**src/rtl/instr_decode_queue.sv**
```systemverilog
// instr_decode_queue: decodes RV32I words at push time into a DEPTH-entry FIFO
// feeding execute over valid/ready.
module instr_decode_queue #(
    parameter int XLEN = 32,
    parameter int DEPTH = 2
) (
    input  logic            clk,
    input  logic            rst_n,
    input  logic            flush,
    input  logic            in_valid,
    output logic            in_ready,
    input  logic [31:0]     in_instr,
    input  logic [XLEN-1:0] in_pc,
    output logic            out_valid,
    input  logic            out_ready,
    output logic [XLEN-1:0] out_pc,
    output logic [6:0]      out_opcode,
    output logic [4:0]      out_rd,
    output logic [2:0]      out_funct3,
    output logic [4:0]      out_rs1,
    output logic [4:0]      out_rs2,
    output logic [6:0]      out_funct7,
    output logic [2:0]      out_fmt,
    output logic [XLEN-1:0] out_imm,
    output logic            out_illegal
);
    localparam int AW = $clog2(DEPTH);

    logic [AW-1:0]   rp, wp;
    logic [AW:0]     cnt;
    logic [XLEN-1:0] pc_q  [DEPTH];
    logic [31:0]     ins_q [DEPTH];
    logic [2:0]      fmt_q [DEPTH];
    logic [XLEN-1:0] imm_q [DEPTH];
    logic [DEPTH-1:0] ill_q;
    logic [2:0]      fmt;
    logic [31:0]     imm32;
    logic            push, pop;

    // Every supported opcode ends in 2'b11, so the low-bit check falls out of the default arm.
    always_comb begin
        fmt = 3'd7;
        imm32 = '0;
        case (in_instr[6:0])
            7'b0110011: fmt = 3'd0;
            7'b0010011, 7'b0000011, 7'b1100111, 7'b1110011, 7'b0001111: begin
                fmt = 3'd1;
                imm32 = {{20{in_instr[31]}}, in_instr[31:20]};
            end
            7'b0100011: begin
                fmt = 3'd2;
                imm32 = {{20{in_instr[31]}}, in_instr[31:25], in_instr[11:7]};
            end
            7'b1100011: begin
                fmt = 3'd3;
                imm32 = {{19{in_instr[31]}}, in_instr[31], in_instr[7], in_instr[30:25], in_instr[11:8], 1'b0};
            end
            7'b0110111, 7'b0010111: begin
                fmt = 3'd4;
                imm32 = {in_instr[31:12], 12'b0};
            end
            7'b1101111: begin
                fmt = 3'd5;
                imm32 = {{11{in_instr[31]}}, in_instr[31], in_instr[19:12], in_instr[20], in_instr[30:21], 1'b0};
            end
            default: ;
        endcase
    end

    assign in_ready = cnt != (AW+1)'(DEPTH);
    assign out_valid = cnt != '0;
    assign push = in_valid && in_ready;
    assign pop = out_valid && out_ready;

    always_ff @(posedge clk or negedge rst_n) begin
        if (!rst_n) begin
            rp <= '0;
            wp <= '0;
            cnt <= '0;
            ill_q <= '0;
            for (int i = 0; i < DEPTH; i++) begin
                pc_q[i] <= '0;
                ins_q[i] <= '0;
                fmt_q[i] <= '0;
                imm_q[i] <= '0;
            end
        end else if (flush) begin
            rp <= '0;
            wp <= '0;
            cnt <= '0;
        end else begin
            if (push) begin
                pc_q[wp] <= in_pc;
                ins_q[wp] <= in_instr;
                fmt_q[wp] <= fmt;
                imm_q[wp] <= XLEN'($signed(imm32));
                ill_q[wp] <= fmt == 3'd7;
                wp <= wp + 1'b1;
            end
            if (pop) rp <= rp + 1'b1;
            cnt <= cnt + {{AW{1'b0}}, push} - {{AW{1'b0}}, pop};
        end
    end

    assign out_pc = pc_q[rp];
    assign {out_funct7, out_rs2, out_rs1, out_funct3, out_rd, out_opcode} = ins_q[rp];
    assign out_fmt = fmt_q[rp];
    assign out_imm = imm_q[rp];
    assign out_illegal = ill_q[rp];
endmodule
```
**config.mk**
```make
export PLATFORM = sky130hd
export DESIGN_NAME = instr_decode_queue
export DESIGN_NICKNAME = d
export VERILOG_FILES = /design/src/rtl/instr_decode_queue.sv
export SDC_FILE = /design/constraint.sdc
export NUM_CORES = 1
export LEC_CHECK = 0
export CELL_PAD_IN_SITES_DETAIL_PLACEMENT = 0
export CELL_PAD_IN_SITES_GLOBAL_PLACEMENT = 2
export CORE_ASPECT_RATIO = 0.9
export CORE_UTILIZATION = 35
export DETAILED_ROUTE_END_ITERATION = 7
export GPL_ROUTABILITY_DRIVEN = 0
export PLACE_DENSITY_LB_ADDON = 0.1
export SKIP_LAST_GASP = 1
export SLEW_MARGIN = 20
export SYNTH_ARGS = -nofsm -noshare
export SYNTH_HDL_FRONTEND = slang
export SYNTH_SLANG_ARGS = --single-unit
```
**constraint.sdc**
```tcl
create_clock -name clk -period 4.6 [get_ports clk]
set_input_delay 0.69 -clock clk [delete_from_list [all_inputs] [get_ports clk]]
set_output_delay 0.69 -clock clk [all_outputs]
set_load 0.005 [all_outputs]
```
### After elaboration in Yosys (flattened, before gate mapping)

Cells that the tools add are included.

* flip-flop bits (word level): 204
* input port bits: 69
* output and inout bits: 102
* logic and storage cells: 80

* $add $sub $neg: 4
* order comparisons: 6
* equal/unequal tests: 13
* mux-type cells: 32
* bitwise logic cells: 3
* reductions and logical operators: 10

Operators with widths (count)
* 2-to-1 mux 32 bit: 10
* bitwise mux 64 bit: 3
* one-hot mux 32 bit (5 select lines): 1
* demux 32 bit (select 1 bit): 1
* == test 7 bit, second input constant: 4
* == test 7 x 6 -> 1 bit, second input constant: 3
* one-hot mux 3 bit (6 select lines): 1
* == test 7 x 5 -> 1 bit, second input constant: 2
* 2-to-1 mux 3 bit: 4
* == test 7 x 2 -> 1 bit, second input constant: 1
* == test 7 x 4 -> 1 bit, second input constant: 1
* 2-to-1 mux 1 bit: 7
* bitwise mux 6 bit: 1
* nonzero test 2 bit: 3
* OR reduction 5 bit: 1
* greater-or-equal comparator 2 bit, second input constant: 2
* logical AND 1 bit: 4
* < comparator 1 x 2 -> 1 bit, second input constant: 2
* NOT 1 -> 2 bit: 2
* demux 3 bit (select 1 bit): 1
* == test 3 bit, second input constant: 1
* adder 1 bit, second input constant: 2
* adder 2 x 1 -> 2 bit: 1
* bitwise mux 2 bit: 1
* 9 further kinds: 9

### Longest topological paths before layout

* depth in word-level cells: 6
* depth in mapped cells: 8

### Least setup slack after synthesis

No wires, ideal clock.

* path kind: input to register
* start point: input port in_instr[5]
* end point: register imm_q[21] (netlist bit)
* setup time: 0.073 ns
* arrival: 1.938 ns
* setup slack: 2.589 ns
* cell stages on the path: 7
* cells stage by stage: buf_2 > or3b_4 > a21oi_4 > a211oi_4 > o21a_1 > buf_6 > a21oi_2

* word-level cells in the longest chain between the ends: 4
* elaborated cells between the ends (all ways): 14
* those cells by class: 10 x eq/ne; 2 x mux; 2 x reduce/logical

Ends and longest elaborated chain
* start: declaration: RTL line 12 `input logic [31:0] in_instr,`
* == test 7 x 5 -> 1 bit (tied with other cells): RTL line 44 `case (in_instr[6:0])`
* OR reduction 5 bit / OR reduction 2 bit (equally long branches): RTL line 44
* one-hot mux 32 bit (5 select lines) *: RTL line 44
* bitwise mux 64 bit *: RTL line 96 `imm_q[wp] <= XLEN'($signed(imm32));`
* end signal: indexed assignment: RTL line 96
* end: declaration: RTL line 34 `logic [XLEN-1:0] imm_q [DEPTH];`

Mark *: on every way between the ends. The rest lies on a longest branch, timed or not.
A chain may end at the register's enable or synchronous reset.

### Final worst setup path

* start point: register rp
* end point: output port out_fmt[2]

* word-level cells in the longest chain between the ends: 4

Ends and longest elaborated chain
* start: declaration: RTL line 29 `logic [AW-1:0] rp, wp;`
* start signal: assignment: RTL line 100 `if (pop) rp <= rp + 1'b1;`
* NOT 1 -> 2 bit (not written as such): RTL line 107 `assign out_fmt = fmt_q[rp];`
* 2-to-1 mux 3 bit (not written as such) (3 in a row): RTL line 107
* end: declaration: RTL line 23 `output logic [2:0] out_fmt,`

Every way passes these cells. The select of a mux whose other input is x is not followed.

==> summary.md <==
| Metric | Value |
|---|---|
| Outcome | complete, no violations |
| Antenna cells | 0 |
| Initial Utilization | a little over a third |
| Total Power | 0.00764 W |
| Async SR Flop Fraction | 100% |
| Cts repair resizes | 0 |
| Synth unique cells | 47 |
| Largest net degree at the start of global routing | 100 |
| Period minus WS final | 3.39 ns |
| Final core occ | between 40% and 50% |
| CTS tree | done |
| CP max stage delay | slightly above 0.8 ns |
| Cell Rows | 56 |
| # DRC | 0 |
| Total Wirelength | around 25 mm |
| P_int | ~0.0053 W |
| Vias in the first global route | 7,289 |
| Final HPWL DP | between 15 and 20 mm |
| Max cap viols | 0 |
| Peak VDD IR | about 250 uV |
| First-pass GRT wire length | approximately 41 mm |
| Worst-Skew Late Latency | around 0.51 ns |
| Global route overflow | 0 |
| Fin. Hold Viols | 0 |
| Leakage | between 5 and 6 nW |
| Top cells by area, synth | dfrtp_1 54%, nand2_1 17%, mux2_2 12% |
| Drt wl/cell | roughly 17 um |
| Growth of design area from synthesis to finish | 29.6% |
| Global-route usage over all layers | roughly a fifth |
| Synth Register Bits | 204 |
| Power share of the clock group | about 24% |
| Htree depth | 1 |
| Crit path cell chain | buf_12 -> mux2_2 -> clkdlybuf4s50_1 |
| Yosys warnings | 0 |
| Commonest cells in the netlist | 427 x nand2_1, 204 x dfrtp_1, 102 x mux2_2, 50 x nor2_1, 35 x clkbuf_1 |
| Mapped Area | about 9400 um^2 |
| Net Count, Synth | 1,065 |
| CP Capture Type | primary output |
| Nets@finish | about 1,200 |
| Max Clock Skew | 0.0250 ns |
| CP max-delay cell | dfrtp_4 |
| Clock Tree Buf Depth | 3 |
| Die X | approximately 170 um |
| Count leader, synth | nand2_1 |
| Setup TNS | 0 ns |
| Cts hold-fix bufs | 0 |
| TritonCTS Buffers | 23 |
| Psw | roughly 0.0023 W |
| Pwr dens | approximately 630 nW/um^2 |
| Measured slew at the worst slew-check pin | roughly 1.0 ns |
| Proportion of layout cells with a drive suffix above 1 | between 10% and 20% |
| Die footprint | 27,500 um^2 |
| Tcrit/Tclk final | about 74% |
| Cell chosen for the clock root | clkbuf_16 |
| Startpoint Class | flop |
| Placeable Area | between 20,000 and 30,000 um^2 |
| Setup Buffers After CTS | 0 |
| EDFF count, synth | 0 |
| Yosys top cell by area | dfrtp_1 |
| Sw frac | about 30% |
| Clock slew at reported path FFs | about 0.070 ns |
| Required @ worst endpoint | roughly 3.9 ns |
| DR vias/cell | approximately 4.8 |
| Final Max Slew Viols | 0 |
| Syn Inst Count | 994 |
| Sequential area share after synthesis | a little over half |
| Slew Limit Headroom | between 20 and 30% |
| Max Fclk | roughly 0.30 GHz |
| WP data arrival | 2.70 ns |
| Initial antenna violation count | 0 |
| Top cell type's share of synthesized area | 54.4% |
| Sequential share of power | 38.7% |
| CP Class | flop to primary output |
| Worst path bufs/invs | 2 |
| Gate power share | a little under two fifths |
| Port Buffers | 170 |
| 1st-iter DRT viols | roughly 460 |
| IO Pins | 171 |
| Setup violators final | 0 |
| Via count | 7,159 |
| CP top delay family | buffers and inverters |
| Routed Antenna Nets | 0 |
| Sink Count | around 200 |
| Ys flop type | dfrtp_1 |
| Crit-path max FO | 62 |
| Pre-Repair DR Iteration Count | 5 |
| Die Y | ~160 um |
| Post-Syn Area per Cell | 9.44 um^2 |
| RSZ-0062 raised after global routing | false |
| Worst min path class | input port to async pin |
## kinds of logic after synthesis
group / count (synthesis) / share of synthesized area, %
AOI/OAI and AO/OA: 106 / 7.60
xor gates and xnor gates: 5 / 0.467
adders and majority gates: 2 / 0.267
buffers and inverters: 64 / 3.08
DFF: 204 / 54.4
muxes: 102 / 12.2
and+or+nand+nor: 511 / 21.9
## power by group through the flow
stage | registers, W | clock network, W | logic (W)
after floorplan | 0.00282 | 0 | 0.00152
after global placement | 0.00298 | 0 | 0.00285
after detailed placement | 0.00298 | 0 | 0.00286
after CTS | 0.00296 | 0.00191 | 0.00289
after global routing | 0.00306 | 0.00197 | 0.00317
final | 0.00295 | 0.00185 | 0.00283
## sequential cells by signal (all words and copies together) (netlist names)
register	cells
cnt	2
fmt_q	6
ill_q	2
imm_q	64
ins_q	64
pc_q	64
rp	1
wp	1
## path summary, 6_finish.rpt
path,from,end,slack (ns),depth (start not counted)
worst min register to register,pc_q[30],pc_q[30],0.47,2
min in group clk,pc_q[30],pc_q[30],0.47,2
worst max register to register,cnt[1],imm_q[12],2.22,4
worst min-delay path,rst_n,fmt_q[1],0.26,1
worst max-delay path,rp,out_fmt[2],1.21,3
max in group asynchronous,rst_n,imm_q[25],3.18,2
## per-stage QoR
| step | setup slack, ns | cells | area, um^2 | hold WS, ns |
|---|---|---|---|---|
| floorplan | 2.59 | 994 | 9380 | 0.394 |
| CTS | 1.16 | 1503 | 12200 | 0.326 |
| global placement | 1.36 | 1464 | 11400 | 0.452 |
| detailed placement | 1.27 | 1464 | 11400 | 0.456 |
| finish | 1.21 | 1503 | 12200 | 0.261 |
| global route | 1.10 | 1503 | 12200 | 0.320 |
## layer usage
layer,routed length [um],up-vias,global-route usage (%)
met2,11300,144,30.2
met3,981,28,2.97
met5,0,-,0
li1,-,3538,-
met4,427,0,3.93
met1,12700,3449,27.2
## cell type report
| cell class | count | area [um^2] |
|---|---|---|
| clock buffers | 37 | 718 |
| flip-flops and latches | 204 | 5110 |
| inverters | 2 | 7.51 |
| multi-input cells | 726 | 4010 |
| well taps | 348 | 435 |
| fillers | 2542 | 14000 |
| clock inverters | 2 | 38.8 |
| repair buffers | 184 | 1850 |
## placed cells by master (no fill, tap or decap), drive strengths merged, types with 2 or more instances in the layout
master	instances
nand2	428
dfrtp	204
clkdlybuf4s50	169
mux2	102
nor2	51
a21oi	46
clkbuf	38
o21ai	26
buf	14
a22o	12
nand2b	7
nand3	4
nor2b	4
a22oi	4
nor3	3
xnor2	3
a31oi	3
o21a	3
and3	3
inv	3
o211ai	2
xor2	2
o22ai	2
and2	2
a2111oi	2
ha	2
nor3b	2
## worst register-to-register path: stages, from the launching register on
cell and delay [ns]:
dfrtp_1 0.39, nand2b_1 0.14, nand4b_1 0.84, a21oi_2 0.73, a21oi_1 0.14
(Power assumes the default switching activity.)
